===== src/rtl/uart_tx_fifo_if.sv =====
// Byte handshake between upstream logic and the UART transmitter FIFO.
// The upstream side is the master: it drives data and valid, and
// the FIFO answers with ready.
interface uart_tx_fifo_if;
   logic [7:0] tx_data_i;
   logic       tx_valid_i;
   logic       tx_ready_o;

   modport master (
      output tx_data_i,
      output tx_valid_i,
      input  tx_ready_o
   );

   modport slave (
      input  tx_data_i,
      input  tx_valid_i,
      output tx_ready_o
   );
endinterface


===== src/rtl/uart_tx_fifo.sv =====
// 8N1 UART transmitter fed by a small circular-buffer FIFO.
// Bytes are accepted through a valid/ready handshake and sent LSB-first:
// one start bit, eight data bits and one stop bit, each CLK_PER_BIT cycles long.
// All outputs are registered. They are computed from the next-state values,
// so each output lines up with the state it belongs to.
module uart_tx_fifo #(
   parameter int CLK_PER_BIT = 10417,
   parameter int FIFO_DEPTH  = 4
) (
   input  logic          clk,
   input  logic          rst_n_i,
   uart_tx_fifo_if.slave tx_if,
   output logic          tx_o,
   output logic          tx_busy_o,
   output logic          tx_done_o
);

   localparam int PTR_W = $clog2(FIFO_DEPTH);
   localparam int CNT_W = PTR_W + 1;
   localparam logic [CNT_W-1:0] FULL_COUNT = CNT_W'(FIFO_DEPTH);
   localparam logic [31:0]      LAST_CYCLE = 32'(CLK_PER_BIT - 1);

   typedef enum logic [1:0] {
      IDLE,
      START,
      DATA,
      STOP
   } state_t;

   state_t           state;
   state_t           state_next;
   logic [7:0]       fifo_mem [FIFO_DEPTH];
   logic [PTR_W-1:0] wr_ptr;
   logic [PTR_W-1:0] rd_ptr;
   logic [CNT_W-1:0] count;
   logic [CNT_W-1:0] count_next;
   logic [7:0]       shift;
   logic [7:0]       shift_next;
   logic [2:0]       bit_idx;
   logic [2:0]       bit_idx_next;
   logic [31:0]      cycle_cnt;
   logic [31:0]      cycle_cnt_next;
   logic             push;
   logic             pop;
   logic             bit_end;
   logic             tx_next;
   logic             done_next;

   assign push    = tx_if.tx_valid_i && tx_if.tx_ready_o;
   assign pop     = (state == IDLE) && (count != '0);
   assign bit_end = (cycle_cnt == LAST_CYCLE);

   // Occupancy bookkeeping: a simultaneous push and pop cancel out
   always_comb begin
      count_next = count;
      case ({push, pop})
         2'b10:   count_next = count + CNT_W'(1);
         2'b01:   count_next = count - CNT_W'(1);
         default: count_next = count;
      endcase
   end

   // Byte storage is written only on an accepted push; it needs no reset because count guards every read
   always_ff @(posedge clk) begin
      if (push) begin
         fifo_mem[wr_ptr] <= tx_if.tx_data_i;
      end
   end

   // FIFO pointers and occupancy; ready comes from the next count, so a pop from full shows up one cycle later
   always_ff @(posedge clk) begin
      if (!rst_n_i) begin
         wr_ptr           <= '0;
         rd_ptr           <= '0;
         count            <= '0;
         tx_if.tx_ready_o <= 1'b1;
      end else begin
         if (push) begin
            wr_ptr <= wr_ptr + PTR_W'(1);
         end
         if (pop) begin
            rd_ptr <= rd_ptr + PTR_W'(1);
         end
         count            <= count_next;
         tx_if.tx_ready_o <= (count_next != FULL_COUNT);
      end
   end

   // State register, together with the shift register and the bit and cycle counters that travel with it
   always_ff @(posedge clk) begin
      if (!rst_n_i) begin
         state     <= IDLE;
         shift     <= '0;
         bit_idx   <= '0;
         cycle_cnt <= '0;
      end else begin
         state     <= state_next;
         shift     <= shift_next;
         bit_idx   <= bit_idx_next;
         cycle_cnt <= cycle_cnt_next;
      end
   end

   // Next-state logic: every non-idle state holds for CLK_PER_BIT cycles, and IDLE pops as soon as a byte is waiting
   always_comb begin
      state_next     = state;
      shift_next     = shift;
      bit_idx_next   = bit_idx;
      cycle_cnt_next = cycle_cnt;
      case (state)
         IDLE: begin
            if (pop) begin
               state_next     = START;
               shift_next     = fifo_mem[rd_ptr];
               bit_idx_next   = '0;
               cycle_cnt_next = '0;
            end
         end
         START: begin
            if (bit_end) begin
               state_next     = DATA;
               bit_idx_next   = '0;
               cycle_cnt_next = '0;
            end else begin
               cycle_cnt_next = cycle_cnt + 32'd1;
            end
         end
         DATA: begin
            if (bit_end) begin
               shift_next     = {1'b0, shift[7:1]};
               bit_idx_next   = bit_idx + 3'd1;
               cycle_cnt_next = '0;
               if (bit_idx == 3'd7) begin
                  state_next = STOP;
               end
            end else begin
               cycle_cnt_next = cycle_cnt + 32'd1;
            end
         end
         STOP: begin
            if (bit_end) begin
               state_next     = IDLE;
               cycle_cnt_next = '0;
            end else begin
               cycle_cnt_next = cycle_cnt + 32'd1;
            end
         end
         default: begin
            state_next     = IDLE;
            bit_idx_next   = '0;
            cycle_cnt_next = '0;
         end
      endcase
   end

   // Output decode from the upcoming state, so the registered line level matches that state's cycle
   always_comb begin
      tx_next   = 1'b1;
      done_next = 1'b0;
      case (state_next)
         START: tx_next = 1'b0;
         DATA:  tx_next = shift_next[0];
         STOP: begin
            tx_next   = 1'b1;
            done_next = (cycle_cnt_next == LAST_CYCLE);
         end
         default: tx_next = 1'b1;
      endcase
   end

   // Output registers: the line idles high and busy covers both queued bytes and a frame in flight
   always_ff @(posedge clk) begin
      if (!rst_n_i) begin
         tx_o      <= 1'b1;
         tx_busy_o <= 1'b0;
         tx_done_o <= 1'b0;
      end else begin
         tx_o      <= tx_next;
         tx_busy_o <= (state_next != IDLE) || (count_next != '0);
         tx_done_o <= done_next;
      end
   end

endmodule

===== src/flat_wrapper.sv =====
// flat-port wrapper written by rule: the top's interface ports become plain ports
module uart_tx_fifo_flat 
#(
   parameter int CLK_PER_BIT = 10417,
   parameter int FIFO_DEPTH  = 4
)
  (clk, rst_n_i, tx_o, tx_busy_o, tx_done_o, tx_if_tx_data_i, tx_if_tx_valid_i, tx_if_tx_ready_o);
  uart_tx_fifo_if tx_if_i ();
  input  logic clk;
  input  logic rst_n_i;
  output logic tx_o;
  output logic tx_busy_o;
  output logic tx_done_o;
  input wire logic [$bits(tx_if_i.tx_data_i)-1:0] tx_if_tx_data_i;
  input wire logic [$bits(tx_if_i.tx_valid_i)-1:0] tx_if_tx_valid_i;
  output wire logic [$bits(tx_if_i.tx_ready_o)-1:0] tx_if_tx_ready_o;
  assign tx_if_i.tx_data_i = tx_if_tx_data_i;
  assign tx_if_i.tx_valid_i = tx_if_tx_valid_i;
  assign tx_if_tx_ready_o = tx_if_i.tx_ready_o;
  uart_tx_fifo #(.CLK_PER_BIT(CLK_PER_BIT), .FIFO_DEPTH(FIFO_DEPTH)) u_core (.clk(clk), .rst_n_i(rst_n_i), .tx_if(tx_if_i), .tx_o(tx_o), .tx_busy_o(tx_busy_o), .tx_done_o(tx_done_o));
endmodule

===== config.mk =====
export PLATFORM = sky130hd
export DESIGN_NAME = uart_tx_fifo_flat
export DESIGN_NICKNAME = d
export VERILOG_FILES = /design/src/rtl/uart_tx_fifo_if.sv /design/src/rtl/uart_tx_fifo.sv /design/src/flat_wrapper.sv
export SDC_FILE = /design/constraint.sdc
export NUM_CORES = 1
export LEC_CHECK = 0
export CAP_MARGIN = 20
export CELL_PAD_IN_SITES_DETAIL_PLACEMENT = 1
export CELL_PAD_IN_SITES_GLOBAL_PLACEMENT = 1
export CORE_MARGIN = 5
export CORE_UTILIZATION = 48
export DETAILED_ROUTE_END_ITERATION = 8
export PLACE_DENSITY_LB_ADDON = 0.3
export RECOVER_POWER = 25
export SETUP_SLACK_MARGIN = 0.02
export SKIP_LAST_GASP = 1
export SLEW_MARGIN = 20
export SYNTH_ARGS = -nofsm -noshare
export SYNTH_HDL_FRONTEND = slang
export SYNTH_SLANG_ARGS = --single-unit

===== constraint.sdc =====
create_clock -name clk -period 3.6 [get_ports clk]
set_input_delay 0.72 -clock clk [delete_from_list [all_inputs] [get_ports clk]]
set_output_delay 0.72 -clock clk [all_outputs]
set_load 0.03 [all_outputs]

-- Word level (Yosys, flattened, before mapping)
Memory sizes are Yosys's and may differ from the RTL's. A register that Yosys moved wholly into a read port is not among the register bits.
Cells that the tools add are included.
- logic and storage cells: 69
- RAM bits: 32
- output and inout bits: 4
- memories: 1
- flip-flop bits (word level): 56
- bits of input ports: 11
- multiplexer cells: 22
- equal/unequal tests: 15
- add/subtract/negate cells: 6
- reduce and logical (&&, ||, !) cells: 13
- memories (name ; depth ; width ; rd ports ; clocked after Yosys merged registers in ; write ports ; RTL line ; RTL):
    u_core.fifo_mem ; 4 ; 8 ; 1 ; 1 ; 1 ; uart_tx_fifo.sv:32 ; logic [7:0] fifo_mem [FIFO_DEPTH];
- operator list (cell ; number):
    $eq A32 B14 Y1 const B ; 2
    $mux W32 ; 2
    $pmux W32 S2 ; 1
    $add A32 B1 Y32 const B ; 1
    $mux W8 ; 2
    $pmux W8 S2 ; 1
    $mux W2 ; 7
    $eq A2 B2 Y1 const B ; 5
    $mux W3 ; 3
    $pmux W3 S3 ; 1
    $reduce_bool A3 Y1 ; 3
    $pmux W2 S4 ; 1
    $add A3 B1 Y3 const B ; 2
    $eq A2 B1 Y1 const B ; 3
    $ne A2 B1 Y1 const B ; 3
    $pmux W3 S2 ; 1
    $add A2 B1 Y2 const B ; 2
    $reduce_and A4 Y1 ; 1
    $reduce_bool A2 Y1 ; 2
    $eq A3 B3 Y1 const B ; 1
    $ne A3 B3 Y1 const B ; 1
    $reduce_and A3 Y1 ; 1
    $reduce_or A3 Y1 ; 1
    $sub A3 B1 Y3 const B ; 1
    other kinds (6) ; 8

-- Logic depth before layout (Yosys ltp)
Gate-level depths: netlist (run 1).
- word-level depth: 6
- gate-level depth with buffers: 14

-- Worst setup path before layout (run 1)
No wires, ideal clock.
- kind: reg2reg
- start point: register u_core.state[1]
- end point: register u_core.tx_busy_o
- period minus slack after synthesis: 2954 ps
- slack: 646 ps
- path buffers: 3
- library setup time: 128 ps
- cell stages (with the launch flop): 15
- data required time: 3472 ps
- data arrival time: 2826 ps
- path through: dfxtp_1 -> clkbuf_1 -> or2_2 -> clkbuf_1 -> nor2_1 -> clkbuf_1 -> ha_1 -> inv_1 -> fa_1 -> nand2b_1 -> or2_2 -> o32ai_1 -> nand2_1 -> nor2_1 -> nor2_1
- longest elaborated chain between the ends: 6
- ends and longest elaborated chain (element ; RTL line ; RTL):
    start, declared ; uart_tx_fifo.sv:30 ; state_t state;
    start signal, assigned ; uart_tx_fifo.sv:97 ; state <= state_next;
    $logic_not A2 Y1 * ; uart_tx_fifo.sv:50 ; assign pop = (state == IDLE) && (count != '0);
    $logic_and A1 B1 Y1 * ; uart_tx_fifo.sv:50 ;
    named net u_core.pop ; uart_tx_fifo.sv:44 ; logic pop;
    $eq A2 B1 Y1 (tied with other cells) ; uart_tx_fifo.sv:56 ; case ({push, pop})
    $pmux W3 S2 / $pmux W2 S4 (equally long branches) ; uart_tx_fifo.sv:56, uart_tx_fifo.sv:110 ;
    $reduce_bool A3 Y1 / $reduce_bool A2 Y1 (equally long branches) ; uart_tx_fifo.sv:179 ; tx_busy_o <= (state_next != IDLE) || (count_next != '0);
    $logic_or A1 B1 Y1 * ; uart_tx_fifo.sv:179 ;
    end signal, assigned ; uart_tx_fifo.sv:179 ;
    end, declared ; uart_tx_fifo.sv:14 ; output logic tx_busy_o,
The timed path passes the listed nets; every way through them passes the cells marked *.
A chain may end at the register's enable or synchronous reset.

-- Worst setup path in the final report (run 1)
- start point: register u_core.cycle_cnt[17]
- end point: register u_core.tx_done_o
- longest elaborated chain between the ends: 5
- ends and longest elaborated chain (element ; RTL line ; RTL):
    start, declared ; uart_tx_fifo.sv:41 ; logic [31:0] cycle_cnt;
    start signal, assigned ; uart_tx_fifo.sv:100 ; cycle_cnt <= cycle_cnt_next;
    parallel branches: the longest is 5 deep, another holds $add A32 B1 Y32 ; - ;
    end signal, assigned ; uart_tx_fifo.sv:180 ; tx_done_o <= done_next;
    end, declared ; uart_tx_fifo.sv:15 ; output logic tx_done_o
Several ways; the timed one is not identified.

==> results of run 1 <==
## cell type report
class	count	area, um2
Clock inverter	7	76.3
Clock buffer	9	124
Fill cell	1153	4560
Timing Repair Buffer	23	208
Inverter	12	45.0
Multi-Input combinational cell	384	2430
Sequential cell	90	2120
Tap cell	133	166
## report_power, final
group / leakage, nW / switching (mW) / internal [mW] / total, mW
sequential: 0.765 / 0.102 / 1.18 / 1.28
combinational: 0.827 / 0.642 / 0.373 / 1.01
clock: 0.103 / 0.439 / 0.277 / 0.716
## cells by family after synthesis
group	Yosys count	synth area share, %
AOI/OAI and AO/OA	116	15.1
xor gates and xnor gates	15	2.75
adders and majority gates	10	2.78
buffers and inverters	56	4.92
DFF	90	44.4
muxes	10	4.19
and+or+nand+nor	233	25.8
## registers in the layout, indices dropped and copies added, names as in the netlist, named ones only
signal,flops
u_core.bit_idx,3
u_core.count,3
u_core.cycle_cnt,32
u_core.fifo_mem,32
u_core.rd_ptr,2
u_core.shift,8
u_core.state,2
u_core.tx_busy_o,1
u_core.tx_done_o,1
u_core.tx_if.tx_ready_o,1
u_core.tx_o,1
u_core.wr_ptr,2
## per-stage QoR
| stage | power [mW] | cells |
|---|---|---|
| after floorplan | 1.99 | 530 |
| after global placement | 2.24 | 642 |
| after detailed placement | 2.31 | 642 |
| after CTS | 3.02 | 658 |
| after global routing | 3.19 | 658 |
| final | 3.01 | 658 |
## cells in the final DEF, fill, tap and decap left out, types with 4 or more instances in the layout
cell	count
a211oi_1	4
a21oi_1	43
a22oi_1	12
a31oi_1	6
and2_1	8
and3_1	12
and4_1	9
buf_4	9
clkbuf_8	9
clkdlybuf4s50_1	6
dfxtp_1	58
dlygate4sd3_1	8
edfxtp_1	32
ha_1	9
inv_1	11
mux4_2	8
nand2_1	51
nand2b_1	4
nand3_1	15
nand3b_1	5
nand4_1	18
nor2_1	54
nor3_1	18
nor3b_1	4
nor4_1	11
o21a_1	4
o21ai_0	12
o21ai_1	10
o22ai_1	4
or2_2	4
or3_1	4
or4_1	5
xnor2_1	9
xor2_1	6
## worst register-to-register path, cell delays in order, from the launching register on
cell	delay, ns
dfxtp_1	0.46
or4_4	0.56
or4_4	0.55
o31ai_4	0.25
buf_4	0.34
o21ai_1	0.15
a22oi_1	0.21
nand4_1	0.16
nor4_2	0.29
## final timing paths
| kind | end | slack (ns) | cells after the start |
|---|---|---|---|
| min | u_core.shift[5] | 0.48 | 2 |
| min reg2reg | u_core.shift[5] | 0.48 | 2 |
| max reg2reg | u_core.tx_done_o | 0.55 | 8 |
| max | u_core.tx_done_o | 0.55 | 8 |
## layer usage
layer / vias up / GRT usage (%) / part of all wire [%]
met5: - / 0 / 0
met4: 0 / 12.9 / 4.1
met3: 46 / 4.05 / 4.8
met2: 148 / 44.5 / 51
met1: 2110 / 28.8 / 41
li1: 1931 / - / -
## synth_stat cells, types with 5 or more instances
cell type,instances
a21oi_1,43
a22oi_1,12
a31oi_1,6
and2_1,8
and3_1,12
and4_1,9
clkbuf_1,36
dfxtp_1,58
edfxtp_1,32
ha_1,9
inv_1,11
mux4_2,8
nand2_1,51
nand3_1,15
nand3b_1,5
nand4_1,18
nor2_1,54
nor3_1,18
nor4_1,11
o21ai_0,12
o21ai_1,10
or4_1,5
xnor2_1,9
xor2_1,6
==> impl_metrics.tcl, run 1 <==
set metrics [dict create \
    status "finished clean" \
    via_count 4235 \
    fin_ws_ns 0.553 \
    drt_iter0_markers 238 \
    grt_max_degree 28 \
    grt_usage_pct 25.0 \
    synthCells 530 \
    skew_ns 0.0146 \
    crit_path_start_kind "register" \
    hold_start "u_core.shift[5]" \
    drv_slew 0 \
    critPathLaunch "u_core.cycle_cnt[17]" \
    antennaDiodeCount 0 \
    maxCapViolCount 0 \
    power_density_mw_per_mm2 583 \
    place_ws_ns 0.561 \
    die_area_mm2 0.0121 \
    r2r_start "u_core.cycle_cnt[17]" \
    cts_buffers 9 \
    firstDrtPassIters 4 \
    worst-path-buf-inv 1 \
    crit_top_cell "or4_4" \
    tightest_slew_ns 0.820 \
    dieWidth_um 110 \
    syn_avg_cell_area_um2 9.02 \
    ys_seq_area_share_pct 44.4 \
    period_needed_ns 3.05 \
    clockBufferDepth 2 \
    relSlewSlack_pct 45.4 \
    synth.distinct_cells 58 \
    vias_per_cell 6.44 \
    cts_resized 0 \
    hold_viol 0 \
    finalCritPeriodShare_pct 84.6 \
    cp_slowest_stage_delay_ns 0.55 \
    critPathTopFamily "simple AND/OR/NAND/NOR gates" \
    yosysWarnings 0 \
    crit_path_max_fanout 27 \
    worstPathArrival_ns 3.34 \
    yosys.area.top_type "dfxtp_1" \
    drtAntennaViolNets 0 \
    remaining_drc_errors 0 \
    num_rows 36 \
    ys_ff_latch 90 \
    ctsHtreeMaxLevel 3 \
    areaGrowthSynthToFinish_pct 8.22 \
    core_mm2 0.00973 \
    io_buffers 14 \
    cts_root_buffer "clkbuf_8" \
    final_util_pct 53.2 \
    peakVddDrop_mv 0.346 \
    critPathSlowestCell "or4_4" \
    gp_congestion 0.964 \
    min_path_type "reg -> reg" \
    drt-total-wl_um 14100 \
    wl_per_cell_um 21.5 \
    setup_tns_ns 0 \
    antenna_found_initial 0 \
    cp_cell_sequence "or4_4 > or4_4 > o31ai_4 > buf_4 > o21ai_1 > a22oi_1 > nand4_1 > nor4_2" \
    p_leak_nw 1.69 \
    hpwl_um 10100 \
    fin_area_mm2 0.00517 \
    grt_pass1_wl_um 23100 \
    clock-sinks 90 \
    grt_pass1_vias 4461 \
    ys.flop_type "dfxtp_1" \
    whs_ns 0.477 \
    path_class "reg -> reg" \
    ios 15 \
    required_ns 3.89 \
    yosysTopAreaCellShare_pct 24.3 \
    synthTopCellsByArea "dfxtp_1 (24%), edfxtp_1 (20%), a21oi_1 (4.5%)" \
    cts_hold_buf 0 \
    final_layout_size_suffix_gt1_share_pct 9.14 \
    clkLatencyLatePin_ns 0.38 \
    path_clk_slew_ns 0.11 \
    rsz0062_at_grt "no" \
    synth_nets 551 \
    synth_edf_count 32 \
    setup_violations 0 \
    placed_area_mm2 0.00497 \
    crit_path_end_kind "register" \
    fin_nets 541 \
    fmax_mhz 328 \
    async_reset_ff_share_pct 0 \
    cts_tree "yes" \
    gr-total-overflow 0 \
    initial_core_util_pct 49.1 \
    die_h_um 110 \
    syn-cell-area_mm2 0.00478 \
    cts_setup_buffers 0 \
]
Power figures use the tool's default switching activity.
==> inputs of run 2 (changes only) <==
Settings changed: CORE_UTILIZATION 48 to 43.
Clock period 3.6 ns to 2.5 ns, I/O delays scaled along.
==> run 2 against run 1 <==
Net effect:
- the flow now finishes with violations (setup timing)
- total power up 61%
- register-to-register slack worse by 0.68 ns
- combinational power up 99%
- global-route usage down 1.2 points
- worst setup slack worse by 0.68 ns
- first-iteration DRC count up 20%
- final cell count up 15%
- worst hold slack worse by 0.0092 ns
- clock-buffer cell count unchanged
- via count up 7.5%
- critical path type unchanged
- critical endpoint unchanged
- largest power group is now combinational cells
==> impl_metrics.tcl, run 2 (same netlist as run 1, synthesis figures left out) <==
set metrics [dict create \
    reg2regPathDepth 8 \
    dp.cells 727 \
    clockBufferDepth 2 \
    critPathSlowestCell "or4_4" \
    cp_slowest_stage_delay_ns 0.54 \
    die_area_mm2 0.0133 \
    drtAntennaViolNets 0 \
    power.total_mw 4.86 \
    critPathLaunch "u_core.cycle_cnt[14]" \
    pwr-share-clk_pct 21.1 \
    clock-sinks 90 \
    io_buffers 14 \
    worstPathArrival_ns 2.93 \
    drt_iter0_markers 286 \
    fmax_mhz 381 \
    p_leak_nw 2.18 \
    relSlewSlack_pct 65.5 \
    final_util_pct 56.0 \
    path_class "reg -> reg" \
    crit_end "u_core.tx_done_o" \
    areaGrowthSynthToFinish_pct 27.6 \
    status "complete, but fails checks" \
    final_layout_size_suffix_gt1_share_pct 27.8 \
    cts_hold_buf 0 \
    place_ws_ns -0.114 \
    crit_path_start_kind "register" \
    r2r_slack_ns -0.13 \
    failed_checks "setup timing" \
    r2r_start "u_core.cycle_cnt[14]" \
    cts_root_buffer "clkbuf_8" \
    via_count 4553 \
    rsz0062_at_grt "yes" \
    crit_path_max_fanout 5 \
    hold_start "u_core.shift[4]" \
    crit_top_cell "or4_4" \
    seqPwrFrac_pct 37.6 \
    p_comb_share_pct 41.3 \
    core_mm2 0.0109 \
    vias_per_cell 6.03 \
    grt_max_degree 45 \
    setup_violations 8 \
    clkLatencyLatePin_ns 0.38 \
    hold_viol 0 \
    tightest_slew_ns 0.511 \
    num_rows 38 \
    cts_tree "yes" \
    fin_area_mm2 0.00610 \
    power_density_mw_per_mm2 797 \
    gp_congestion 0.934 \
    cell_internal_pwr_mw 2.97 \
    period_needed_ns 2.63 \
    switching_power_mw 1.89 \
    fin_ws_ns -0.126 \
    hpwl_um 11300 \
    antenna_found_initial 0 \
    largestRegisters "u_core.cycle_cnt (32), u_core.fifo_mem (32), u_core.shift (8)" \
    finalCritPeriodShare_pct 105 \
    min_path_type "reg -> reg" \
    drt-total-wl_um 15800 \
    setup_tns_ns -0.325 \
    crit_path_end_kind "register" \
    remaining_drc_errors 0 \
    die_h_um 115 \
    swShare_pct 38.8 \
    whs_ns 0.468 \
    rr_endpoint "u_core.tx_done_o" \
    wl_per_cell_um 21.0 \
    grt_pass1_vias 4766 \
    dieWidth_um 115 \
    ios 15 \
    required_ns 2.80 \
    fin_cells 755 \
    gr-total-overflow 0 \
    initial_core_util_pct 43.9 \
    drv_slew 0 \
    cp_cell_sequence "or4_4 > or4_4 > buf_4 > o31a_1 > o21a_1 > o22ai_2 > nand3_1 > nor4_2" \
    final_common_cell "buf_4" \
    firstDrtPassIters 4 \
    placed_area_mm2 0.00562 \
    cts_buffers 9 \
    path_clk_slew_ns 0.10 \
    peakVddDrop_mv 0.638 \
    antennaDiodeCount 0 \
    skew_ns 0.0125 \
    fin_nets 631 \
    layout_common_cells "buf_4 (88), dfxtp_1 (55), nor2_1 (52)" \
    grt_pass1_wl_um 24600 \
    grt_usage_pct 23.8 \
    ctsHtreeMaxLevel 3 \
    maxCapViolCount 0 \
]
==> run 2: cell types whose count changed in the layout (fill, tap and decap cells not counted), sizes merged <==
cell | before | now
clkdlybuf4s50 | 6 | 7
buf | 9 | 98
dlygate4sd3 | 8 | 7
o31a | 1 | 2
==> run 2: worst min-delay path by stage <==
stage / end / depth (start not counted) / slack, ns
after floorplan: u_core.shift[1] / 2 / 0.43
after global placement: u_core.shift[3] / 2 / 0.44
after detailed placement: u_core.shift[4] / 2 / 0.45
after CTS: u_core.shift[4] / 2 / 0.47
after global routing: u_core.shift[4] / 2 / 0.50
final: u_core.shift[4] / 2 / 0.47
==> run 2: timing repair <==
item | CTS | global route
buffers inserted | 0 | 10
endpoints found under the setup margin | 4 | 22
cloned | 0 | 2
gates resized for setup | 8 | 36
pin swaps | 1 | 15
hold endpoints to repair | 0 | 0
==> run 2: area by class of cell <==
class,instances,area (um2)
flip-flops and latches,90,2130
clock buffers,9,124
repair buffers,112,926
inverters,12,45.0
clock inverters,7,76.3
well taps,140,175
multi-input cells,385,2630
fillers,1223,4790
==> run 2: critical path, delay by kind of cell, from the launching register on <==
family | cells | cell delay [ns]
AO/OA/AOI/OAI | 3 | 0.68
buffers and inverters | 1 | 0.17
flip-flops | 1 | 0.33
AND/OR/NAND/NOR | 4 | 1.35
==> run 2: per-layer routing <==
metal / up-vias / global-route usage, % / part of all wire (%)
li1: 2109 / - / -
met3: 49 / 4.70 / 4.1
met2: 126 / 41.9 / 52
met1: 2269 / 27.6 / 40
met5: - / 0 / 0
met4: 0 / 11.7 / 3.8
==> run 2: power groups by stage <==
stage | registers, mW | logic (mW) | clock network, mW
after floorplan | 1.84 | 1.16 | 0
after global placement | 1.84 | 1.71 | 0
after detailed placement | 1.86 | 1.80 | 0
after CTS | 1.83 | 1.85 | 1.05
after global routing | 1.85 | 2.16 | 1.12
final | 1.83 | 2.01 | 1.03
